**src/rtl/mul_div_if.sv**
```systemverilog
// Handshake and result bundle between the EX stage and the multiply/divide unit.
// The master drives the request side; the slave returns busy/done and HI/LO.
interface mul_div_if;
    logic        start;
    logic [1:0]  op;
    logic [31:0] a;
    logic [31:0] b;
    logic        abort;
    logic        mthi;
    logic        mtlo;
    logic        busy;
    logic        done;
    logic [31:0] hi;
    logic [31:0] lo;

    modport master (
        output start, op, a, b, abort, mthi, mtlo,
        input  busy, done, hi, lo
    );

    modport slave (
        input  start, op, a, b, abort, mthi, mtlo,
        output busy, done, hi, lo
    );
endinterface

```
**src/rtl/mul_div_unit.sv**
```systemverilog
// Iterative 32-bit MULT/MULTU/DIV/DIVU unit with HI/LO registers: one radix-2 step per cycle,
// magnitude datapath with sign correction in a final FIX cycle.
module mul_div_unit (
    input  logic      i_clk,
    input  logic      i_rst,
    mul_div_if.slave  bus
);
    typedef enum logic [1:0] {
        ST_IDLE = 2'd0,
        ST_RUN  = 2'd1,
        ST_FIX  = 2'd2,
        ST_FIN  = 2'd3
    } state_t;

    state_t      r_state;
    logic [4:0]  r_cnt;
    logic [1:0]  r_op;
    logic [31:0] r_a;
    logic [31:0] r_b;
    logic [31:0] r_md;
    logic [31:0] r_rem;
    logic [31:0] r_q;
    logic [31:0] r_hi;
    logic [31:0] r_lo;
    logic        r_busy;
    logic        r_done;

    logic        w_signed;
    logic        w_start_signed;
    logic [32:0] w_add;
    logic [32:0] w_shift;
    logic        w_ge;
    logic [31:0] w_sub;
    logic [63:0] w_prod;
    logic [63:0] w_prod_s;
    logic [31:0] w_quo;
    logic [31:0] w_rmd;
    logic [31:0] w_res_hi;
    logic [31:0] w_res_lo;

    function automatic logic [31:0] f_mag(input logic [31:0] v, input logic sgn);
        return (sgn && v[31]) ? (32'd0 - v) : v;
    endfunction

    assign bus.busy = r_busy;
    assign bus.done = r_done;
    assign bus.hi   = r_hi;
    assign bus.lo   = r_lo;

    assign w_start_signed = ~bus.op[0];

    // Iteration step and final sign-corrected result. For MUL r_md is the multiplicand
    // and r_q the shifting multiplier; for DIV r_md is the divisor and r_q the dividend/quotient.
    always_comb begin
        w_signed = ~r_op[0];
        w_add    = {1'b0, r_rem} + {1'b0, (r_q[0] ? r_md : 32'd0)};
        w_shift  = {r_rem, r_q[31]};
        w_ge     = (w_shift >= {1'b0, r_md});
        w_sub    = w_shift[31:0] - r_md;
        w_prod   = {r_rem, r_q};
        w_prod_s = (w_signed && (r_a[31] ^ r_b[31])) ? (64'd0 - w_prod) : w_prod;
        w_quo    = (w_signed && (r_a[31] ^ r_b[31])) ? (32'd0 - r_q) : r_q;
        w_rmd    = (w_signed && r_a[31]) ? (32'd0 - r_rem) : r_rem;
        w_res_hi = w_prod_s[63:32];
        w_res_lo = w_prod_s[31:0];
        if (r_op[1]) begin
            if (r_b == 32'd0) begin
                w_res_hi = r_a;
                w_res_lo = 32'hFFFF_FFFF;
            end else begin
                w_res_hi = w_rmd;
                w_res_lo = w_quo;
            end
        end else begin
            w_res_hi = w_prod_s[63:32];
            w_res_lo = w_prod_s[31:0];
        end
    end

    // Control FSM, iteration registers and HI/LO; FIN behaves as IDLE for new requests.
    always_ff @(posedge i_clk or posedge i_rst) begin
        if (i_rst) begin
            r_state <= ST_IDLE;
            r_cnt   <= 5'd0;
            r_op    <= 2'd0;
            r_a     <= 32'd0;
            r_b     <= 32'd0;
            r_md    <= 32'd0;
            r_rem   <= 32'd0;
            r_q     <= 32'd0;
            r_hi    <= 32'd0;
            r_lo    <= 32'd0;
            r_busy  <= 1'b0;
            r_done  <= 1'b0;
        end else begin
            r_done <= 1'b0;
            case (r_state)
                ST_IDLE, ST_FIN: begin
                    r_state <= ST_IDLE;
                    if (bus.abort) begin
                        r_busy <= 1'b0;
                    end else if (bus.start) begin
                        r_state <= ST_RUN;
                        r_busy  <= 1'b1;
                        r_cnt   <= 5'd31;
                        r_op    <= bus.op;
                        r_a     <= bus.a;
                        r_b     <= bus.b;
                        r_rem   <= 32'd0;
                        if (bus.op[1]) begin
                            r_q  <= f_mag(bus.a, w_start_signed);
                            r_md <= f_mag(bus.b, w_start_signed);
                        end else begin
                            r_q  <= f_mag(bus.b, w_start_signed);
                            r_md <= f_mag(bus.a, w_start_signed);
                        end
                    end else begin
                        if (bus.mthi) r_hi <= bus.a;
                        if (bus.mtlo) r_lo <= bus.a;
                    end
                end
                ST_RUN: begin
                    if (bus.abort) begin
                        r_state <= ST_IDLE;
                        r_busy  <= 1'b0;
                    end else begin
                        if (r_op[1]) begin
                            r_rem <= w_ge ? w_sub : w_shift[31:0];
                            r_q   <= {r_q[30:0], w_ge};
                        end else begin
                            r_rem <= w_add[32:1];
                            r_q   <= {w_add[0], r_q[31:1]};
                        end
                        if (r_cnt == 5'd0) begin
                            r_state <= ST_FIX;
                        end else begin
                            r_cnt <= r_cnt - 5'd1;
                        end
                    end
                end
                ST_FIX: begin
                    r_state <= bus.abort ? ST_IDLE : ST_FIN;
                    r_busy  <= 1'b0;
                    if (!bus.abort) begin
                        r_hi   <= w_res_hi;
                        r_lo   <= w_res_lo;
                        r_done <= 1'b1;
                    end
                end
                default: begin
                    r_state <= ST_IDLE;
                    r_busy  <= 1'b0;
                end
            endcase
        end
    end
endmodule

```
**src/flat_wrapper.sv**
```systemverilog
// flat-port wrapper written by rule: the top's interface ports become plain ports
module mul_div_unit_flat 
  (i_clk, i_rst, bus_start, bus_op, bus_a, bus_b, bus_abort, bus_mthi, bus_mtlo, bus_busy, bus_done, bus_hi, bus_lo);
  mul_div_if bus_i ();
  input  logic i_clk;
  input  logic i_rst;
  input wire logic [$bits(bus_i.start)-1:0] bus_start;
  input wire logic [$bits(bus_i.op)-1:0] bus_op;
  input wire logic [$bits(bus_i.a)-1:0] bus_a;
  input wire logic [$bits(bus_i.b)-1:0] bus_b;
  input wire logic [$bits(bus_i.abort)-1:0] bus_abort;
  input wire logic [$bits(bus_i.mthi)-1:0] bus_mthi;
  input wire logic [$bits(bus_i.mtlo)-1:0] bus_mtlo;
  output wire logic [$bits(bus_i.busy)-1:0] bus_busy;
  output wire logic [$bits(bus_i.done)-1:0] bus_done;
  output wire logic [$bits(bus_i.hi)-1:0] bus_hi;
  output wire logic [$bits(bus_i.lo)-1:0] bus_lo;
  assign bus_i.start = bus_start;
  assign bus_i.op = bus_op;
  assign bus_i.a = bus_a;
  assign bus_i.b = bus_b;
  assign bus_i.abort = bus_abort;
  assign bus_i.mthi = bus_mthi;
  assign bus_i.mtlo = bus_mtlo;
  assign bus_busy = bus_i.busy;
  assign bus_done = bus_i.done;
  assign bus_hi = bus_i.hi;
  assign bus_lo = bus_i.lo;
  mul_div_unit u_core (.i_clk(i_clk), .i_rst(i_rst), .bus(bus_i));
endmodule
```
**config.mk**
```make
export PLATFORM = sky130hd
export DESIGN_NAME = mul_div_unit_flat
export DESIGN_NICKNAME = d
export VERILOG_FILES = /design/src/rtl/mul_div_if.sv /design/src/rtl/mul_div_unit.sv /design/src/flat_wrapper.sv
export SDC_FILE = /design/constraint.sdc
export NUM_CORES = 1
export LEC_CHECK = 0
export BUFFER_PORTS_ARGS = -buffer_cell sky130_fd_sc_hd__buf_2
export CAP_MARGIN = 30
export CELL_PAD_IN_SITES_DETAIL_PLACEMENT = 0
export CELL_PAD_IN_SITES_GLOBAL_PLACEMENT = 1
export CORE_MARGIN = 3
export CORE_UTILIZATION = 51
export CTS_BUF_LIST = sky130_fd_sc_hd__clkbuf_8
export DETAILED_ROUTE_END_ITERATION = 8
export GPL_TIMING_DRIVEN = 0
export HOLD_SLACK_MARGIN = 0.02
export PLACE_DENSITY_LB_ADDON = 0.3
export SLEW_MARGIN = 20
export SYNTH_ARGS = -nofsm -noshare
export SYNTH_HDL_FRONTEND = slang
export SYNTH_SLANG_ARGS = --single-unit
```
**constraint.sdc**
```tcl
create_clock -name i_clk -period 16.6 [get_ports i_clk]
set_input_delay 2.49 -clock i_clk [delete_from_list [all_inputs] [get_ports i_clk]]
set_output_delay 2.49 -clock i_clk [all_outputs]
set_load 0.02 [all_outputs]
```
Word-level counts from Yosys, hierarchy flattened
Index checks and enable logic that the tools add are counted.
{"block": "totals", "word_cells": 105, "rom_bits": 0, "in_bits": 72, "ff_bits": 235, "latch_bits": 0, "mem_bits_rw": 0, "mem_count": 0, "out_inout_bits": 66}
{"block": "op_classes", "eq_ne": 14, "addsub": 8, "muxes": 50, "multipliers": 0, "bitwise": 4, "shift": 0, "reduce_logical": 16, "div_mod_pow": 0, "order_cmp": 1}
{"operator": "$mux 32", "count": 28}
{"operator": "$pmux 32 s2", "count": 4}
{"operator": "$sub 1x32->32 const A", "count": 4}
{"operator": "$mux 64", "count": 1}
{"operator": "$sub 1x64->64 const A", "count": 1}
{"operator": "$add 32x32->33", "count": 1}
{"operator": "$ge 33x32->1", "count": 1}
{"operator": "$logic_not 32->1", "count": 1}
{"operator": "$sub 32x32->32", "count": 1}
{"operator": "$mux 5", "count": 4}
{"operator": "$ne 2x2->1 const B", "count": 9}
{"operator": "$reduce_and 5->1", "count": 3}
{"operator": "$pmux 5 s2", "count": 1}
{"operator": "$mux 2", "count": 4}
{"operator": "$mux 1", "count": 6}
{"operator": "$pmux 2 s3", "count": 1}
{"operator": "$logic_not 5->1", "count": 1}
{"operator": "$sub 5x1->5 const B", "count": 1}
{"operator": "$eq 2x2->1 const B", "count": 2}
{"operator": "$logic_and 1x1->1", "count": 4}
{"operator": "$reduce_and 4->1", "count": 1}
{"operator": "$reduce_bool 2->1", "count": 2}
{"operator": "$ne 3x2->1 const B", "count": 1}
{"operator": "$ne 3x3->1 const B", "count": 1}
{"operator": "other kinds (8)", "count": 10}

Depth between registers and ports, before layout
Gate-level depths: netlist of the first run.
{"block": "logic_depth", "word_depth": 7, "depth_mapped": 13, "depth_no_buf": 12}

Worst setup path before layout of the first run
No wires, ideal clock.
{"block": "synth_timing", "kind": "in2reg", "start": "input port bus_b[9]", "end": "register u_core.r_q[24]", "cell_stages": 7, "n_path_buf": 0, "setup_slack_ns": 11.762, "required_ns": 16.479, "arrival_time_ns": 4.717, "setup_ns": 0.121, "cell_sequence": "or4_4 > or4b_4 > or3_4 > o41ai_2 > xnor2_1 > o31a_1 > a22o_1"}
{"block": "synth_via", "elab_chain_cells": 6}
{"element": "start, declared", "line_no": "flat_wrapper.sv:10", "source": "input wire logic [$bits(bus_i.b)-1:0] bus_b;"}
{"element": "$sub 1x32->32", "line_no": "mul_div_unit.sv:42", "source": "return (sgn && v[31]) ? (32'd0 - v) : v;"}
{"element": "$mux 32", "line_no": "mul_div_unit.sv:42"}
{"element": "$mux 32", "line_no": "mul_div_unit.sv:110", "source": "if (bus.op[1]) begin"}
{"element": "$mux 32", "line_no": "mul_div_unit.sv:102", "source": "end else if (bus.start) begin"}
{"element": "$mux 32", "line_no": "mul_div_unit.sv:100", "source": "if (bus.abort) begin"}
{"element": "$pmux 32 s2", "line_no": "mul_div_unit.sv:97", "source": "case (r_state)"}
{"element": "end signal, assigned", "line_no": "mul_div_unit.sv:111", "source": "r_q <= f_mag(bus.a, w_start_signed);"}
{"element": "end signal, assigned", "line_no": "mul_div_unit.sv:114", "source": "r_q <= f_mag(bus.b, w_start_signed);"}
{"element": "end signal, assigned", "line_no": "mul_div_unit.sv:129", "source": "r_q <= {r_q[30:0], w_ge};"}
{"element": "end, declared", "line_no": "mul_div_unit.sv:22", "source": "logic [31:0] r_q;"}
No other way between the ends. The select of a mux whose other input is x is not followed.
A chain may end at the register's enable or synchronous reset.

Final worst setup path of the first run
{"block": "layout_timing", "start": "input port bus_a[14]", "end": "register u_core.r_q[25]"}
{"block": "layout_via", "elab_chain_cells": 6}
{"element": "start, declared", "line_no": "flat_wrapper.sv:9", "source": "input wire logic [$bits(bus_i.a)-1:0] bus_a;"}
{"element": "$sub 1x32->32", "line_no": "mul_div_unit.sv:42"}
{"element": "$mux 32", "line_no": "mul_div_unit.sv:42"}
{"element": "$mux 32", "line_no": "mul_div_unit.sv:110"}
{"element": "$mux 32", "line_no": "mul_div_unit.sv:102"}
{"element": "$mux 32", "line_no": "mul_div_unit.sv:100"}
{"element": "$pmux 32 s2", "line_no": "mul_div_unit.sv:97"}
No other way between the ends. The select of a mux whose other input is x is not followed.

==> flow_summary.yaml, run 1 <==
placed_design:
  hpwl_um: 62500
  preCtsSetupSlack_ps: 11040
  placed_cells: 3055
  place_congestion: 1.03
  portBuffers: 130
yosys:
  synthAdderAreaFrac_pct: 5.00
  synth_commonest_cells: "nand2_1, dfrtp_1, o21ai_0"
  ys_seq_elements: 235
  synth-xor-area-share_pct: 8.98
  synth.most_common_cell: "nand2_1"
  synthFlopType: "dfrtp_1"
  syn_area_mm2: 0.0188
  synthMuxAreaShare_pct: 3.35
  synth-async-reset-ratio_pct: 100
  synth_top_area_share_pct: 31.3
  synth_edf_count: 0
  postSynthAreaPerCell_um2: 7.65
  postSynthCellCount: 2461
  synth_cell_types: 74
  synth_top_family_by_area: "compound AO/OA/AOI/OAI gates"
  synth_area_leaders: "dfrtp_1, nand2_1, o21ai_0"
  synth_compound_area_share_pct: 25.0
  synth_nets: 2607
  synth_largest_area_cell: "dfrtp_1"
  synthSimpleGateAreaFrac_pct: 21.2
  synth_warnings: 0
  synth-seq-area-share_pct: 31.3
drt:
  drc: 0
  ant_nets: 0
  post_drt_via_cell_ratio: 6.48
  vias: 20300
  firstDrtPassIters: 6
  routed_wl_um: 79900
  wl_per_cell_um: 25.5
  drt_iter0_markers: 2408
timing:
  setup_viol: 0
  finalMaxSlewViolations: 0
  finalCriticalPeriod_ps: 5030
  rsz0062_at_grt: "false"
  clock.fmax_mhz: 199
  worst_slack_ps: 11570
  setup_tns_ps: 0
  slew_headroom_pct: 31.0
  finalCritPeriodShare_pct: 30.3
  hold_viol: 0
  skew_ps: 23.4
  tightest_slew_ps: 1030
job:
  cap_violations: 0
final_layout:
  drive_gt1_share_pct: 9.70
  fin_nets: 2787
  layout.cells.non_filler: 3131
  multi_input_area_mm2: 0.0120
  nFillCells: 3452
  diodes: 0
  seq_area_mm2: 0.00588
  area.growth.synth_to_final_pct: 12.3
grt:
  track_usage_pct: 40.1
  grt_pass1_wl_um: 119000
  antenna_found_initial: 1
  grt_pass1_vias: 19400
  grt_max_degree: 101
  overflow: 0
floorplan:
  dieArea_mm2: 0.0392
  dieWidth_um: 198
  io_pins: 138
  core-area_mm2: 0.0360
  fp-row-count: 69
  die_y_um: 198
  start_util_pct: 52.3
clocking:
  post_cts_buffers: 0
  post_cts_resized: 0
  htree_levels: 2
  hold_buffers: 0
  cts.reportedPaths.clkPinSlew_ps: 50
  clock_path_buffers: 3
  clock_sinks: 235
  insertion_delay_ps: 630
  cts_root_buffer: "clkbuf_8"
  cts_tree: "yes"
  cts_made_buffers: 44
worst_setup_path:
  slowest_delay_ps: 660
  cp-end-kind: "flip-flop"
  cp_cell_sequence: "clkbuf_1 > or4_1 > nor4b_1 > nand3_1 > o41ai_1 > xor2_1 > nand2_1 > o211ai_1 > o311ai_0"
  critPathRequiredTime_ps: 17040
  cp-start-kind: "input pin"
  cp_slowest_cell: "or4_1"
  worstSetupPathType: "in -> reg"
  arrival_ps: 5470
  cp_max_fo: 8
power_and_ir_drop:
  powerDensity_mw_per_mm2: 138
  leakage_nw: 9.60
  ir_drop_uv: 70.8
worst_hold_path:
  hold_path.class: "reg -> reg"
outcome:
  status: "finished clean"
-- cell type report --
| type | count | area share (%) |
|---|---|---|
| multi-input combinational | 1970 | 56.7 |
| tap | 461 | 2.73 |
| buffer | 187 | 3.38 |
| clock buffer | 57 | 3.71 |
| inverter | 69 | 1.26 |
| sequential | 235 | 27.8 |
| clock inverter | 18 | 1.04 |
| timing repair buffer | 134 | 3.39 |
-- sequential cells by signal, summed over array words and instances, names as in the netlist, 5 cells and up --
signal,cells
u_core.r_a,32
u_core.bus.lo,32
u_core.r_cnt,5
u_core.r_md,32
u_core.r_b,32
u_core.r_rem,32
u_core.r_q,32
u_core.bus.hi,32
-- metal layers --
| layer | share of wire, % | global-route usage, % |
|---|---|---|
| met4 | 5.3 | 19.6 |
| met1 | 41 | 54.1 |
| met5 | 0 | 0 |
| met2 | 44 | 61.4 |
| met3 | 10 | 8.46 |
-- cell usage in the layout (no fill, tap or decap), types with 31 or more instances in the layout --
master      n
mux2i_1    36
a31oi_1    31
nor3_1     50
xor2_1     85
clkbuf_1  159
nor2_1    222
a21oi_1   187
a21o_1     46
clkbuf_8   57
xnor2_1   108
nor4_1     32
o21ai_0   234
buf_2     141
ha_1       72
a211oi_1   39
nand2_1   388
o211ai_1   36
inv_1      77
o22ai_1    34
dfrtp_1   235
-- worst max-delay path, delay by kind of cell --
family,cells,cell delay (ps)
AOI/OAI and AO/OA,3,700
buffers and inverters,1,250
xor gates and xnor gates,1,410
and+or+nand+nor,4,1620
-- metrics by stage --
step | area, µm² | utilization, % | total power (W) | hold slack (ps)
2_1_floorplan | 18800 | - | 0.00174 | 440
3_3_place_gp | 20000 | 55.7 | 0.00218 | 459
3_5_place_dp | 20100 | 55.9 | 0.00219 | 465
4_1_cts | 21100 | 58.7 | 0.00286 | 477
5_1_grt | 21100 | 58.7 | 0.00306 | 492
6_report | 21100 | 58.7 | 0.00291 | 477
-- cells by family after synthesis --
group / after synthesis
buffers and inverters: 256
XOR/XNOR: 193
adder cells (fa/ha/maj): 74
flip-flops: 235
multiplexers: 60
AO/OA/AOI/OAI: 759
AND/OR/NAND/NOR: 884
-- report_power, final --
part	leakage, nW	total [W]	switching [W]	internal, W
clock	0.548	0.000667	0.000282	0.000385
sequential	2.92	0.000800	0.000111	0.000689
combinational	6.13	0.00144	0.000941	0.000497
-- path summary, 6_finish.rpt --
| path | startpoint | to | slack [ps] | depth (start not counted) |
|---|---|---|---|---|
| setup reg to reg | u_core.r_q[0] | u_core.r_rem[30] | 11860 | 12 |
| setup / recovery | bus_a[14] | u_core.r_q[25] | 11570 | 9 |
| hold reg to reg | u_core.bus.lo[16] | u_core.bus.lo[16] | 480 | 2 |
| hold / removal | u_core.bus.lo[16] | u_core.bus.lo[16] | 480 | 2 |
| min in group asynchronous | i_rst | u_core.bus.hi[18] | 1910 | 2 |
| max in group asynchronous | i_rst | u_core.r_b[2] | 13400 | 4 |
(Power assumes the default switching activity.)
==> run 2, diff against run 1 <==
--- a/config.mk
+++ b/config.mk
@@ -10,7 +10,7 @@
 export CELL_PAD_IN_SITES_DETAIL_PLACEMENT = 0
 export CELL_PAD_IN_SITES_GLOBAL_PLACEMENT = 1
 export CORE_MARGIN = 3
-export CORE_UTILIZATION = 51
+export CORE_UTILIZATION = 43
 export CTS_BUF_LIST = sky130_fd_sc_hd__clkbuf_8
 export DETAILED_ROUTE_END_ITERATION = 8
 export GPL_TIMING_DRIVEN = 0
==> constraint.sdc (replaced) <==
create_clock -name i_clk -period 4.57 [get_ports i_clk]
set_input_delay 0.6855 -clock i_clk [delete_from_list [all_inputs] [get_ports i_clk]]
set_output_delay 0.6855 -clock i_clk [all_outputs]
set_load 0.02 [all_outputs]
==> flow_summary.yaml, run 2 (synthesized netlist as in run 1, its figures left out) <==
power_and_ir_drop:
  powerDensity_mw_per_mm2: 488
  leakage_nw: 9.62
  ir_drop_uv: 258
  finalPower_w: 0.0104
grt:
  grt_max_degree: 35
  track_usage_pct: 34.7
  grt_pass1_vias: 19500
  overflow: 0
  grt_pass1_wl_um: 122000
  antenna_found_initial: 2
clocking:
  cts.reportedPaths.clkPinSlew_ps: 60
  clock_sinks: 235
  insertion_delay_ps: 660
  cts_made_buffers: 45
  hold_buffers: 0
  cts_root_buffer: "clkbuf_8"
  htree_levels: 2
  clock_path_buffers: 3
  cts_tree: "yes"
timing:
  skew_ps: 43.5
  tightest_slew_ps: 1100
  rsz0062_at_grt: "false"
  clock.fmax_mhz: 234
  setup_tns_ps: 0
  finalCritPeriodShare_pct: 93.3
  finalMaxSlewViolations: 0
  hold_viol: 0
  finalCriticalPeriod_ps: 4270
  fin_worst_hold_slack_ps: 127
  setup_viol: 0
  slew_headroom_pct: 26.8
drt:
  firstDrtPassIters: 6
  ant_nets: 0
  drt_iter0_markers: 2324
  routed_wl_um: 82200
  vias: 20200
  post_drt_via_cell_ratio: 6.17
  wl_per_cell_um: 25.2
  drc: 0
floorplan:
  fp-row-count: 76
  die_y_um: 215
  core-area_mm2: 0.0432
  dieArea_mm2: 0.0463
  dieWidth_um: 215
  io_pins: 138
  start_util_pct: 43.6
placed_design:
  portBuffers: 130
  place_congestion: 1.01
  hpwl_um: 64700
  placed_area_mm2: 0.0204
final_layout:
  drive_gt1_share_pct: 10.1
  nFillCells: 4513
  fin_nets: 2793
  area.growth.synth_to_final_pct: 13.2
  multi_input_area_mm2: 0.0120
  final_area_mm2: 0.0213
  seq_area_mm2: 0.00588
  diodes: 0
  final_cell_mix: "nand2_1, o21ai_0, dfrtp_1"
  layout_commonest_cell: "nand2_1"
worst_setup_path:
  cp_max_fo: 10
  critPathRequiredTime_ps: 5060
  worstSetupPathType: "reg -> reg"
  cp-start-kind: "flip-flop"
  cp-end-kind: "flip-flop"
  arrival_ps: 4750
outcome:
  status: "finished clean"
worst_hold_path:
  hold_path.class: "in -> async"
job:
  cap_violations: 0
==> run 2: report_power, final <==
part	leakage (nW)	internal [W]	switching, W
registers	2.92	0.00250	0.000394
logic	6.17	0.00181	0.00345
clock network	0.521	0.00118	0.00105
==> run 2: worst paths after layout <==
check | start | to | slack (ps) | cells past startpoint
setup reg to reg | u_core.r_q[0] | u_core.r_rem[29] | 300 | 12
setup / recovery | u_core.r_q[0] | u_core.r_rem[29] | 300 | 12
min in group i_clk | bus_b[21] | u_core.r_b[21] | 270 | 3
hold reg to reg | u_core.r_b[11] | u_core.r_b[11] | 480 | 2
max in group asynchronous | i_rst | u_core.r_cnt[4] | 3350 | 5
hold / removal | i_rst | u_core.r_a[18] | 130 | 2
==> run 2: final cells by class <==
type / instances / share of cell area [%]
sequential: 235 / 27.6
timing repair buffer: 139 / 3.77
clock inverter: 22 / 0.670
multi-input combinational: 1970 / 56.2
clock buffer: 57 / 3.68
tap: 585 / 3.44
inverter: 69 / 1.23
buffer: 187 / 3.37
==> run 2: timing repair <==
item / 4_1_cts / 5_1_grt
setup endpoints to repair: 1 / 1
buffers inserted: 0 / 0
gates resized for setup: 2 / 4
==> run 2: per-layer routing <==
metal  part of all wire [%]  GRT usage, %  vias up
met4                    4.9          16.0        2
met2                     44          53.7      959
met3                    8.6          6.76      205
li1                       -             -     9164
met5                   0.15          1.88        -
met1                     42          46.9     9822
==> run 2: worst max-delay path, stage by stage (launching register included) <==
cell      delay (ps)
dfrtp_2          520
inv_1            380
buf_2            420
nor2_1            90
ha_1             360
a21oi_1          280
o21ai_0          160
a221oi_1         420
a21oi_1          210
o21ai_0          680
o22ai_1          190
xnor2_1          240
o221ai_1         140
==> run 2: stage by stage <==
step,utilization [%],cells,worst slack (ps)
5_1_grt,49.3,3264,21.3
4_1_cts,49.3,3263,24.0
3_3_place_gp,46.8,3176,-828
2_1_floorplan,-,2461,807
6_report,49.3,3264,304
3_5_place_dp,47.1,3184,-127
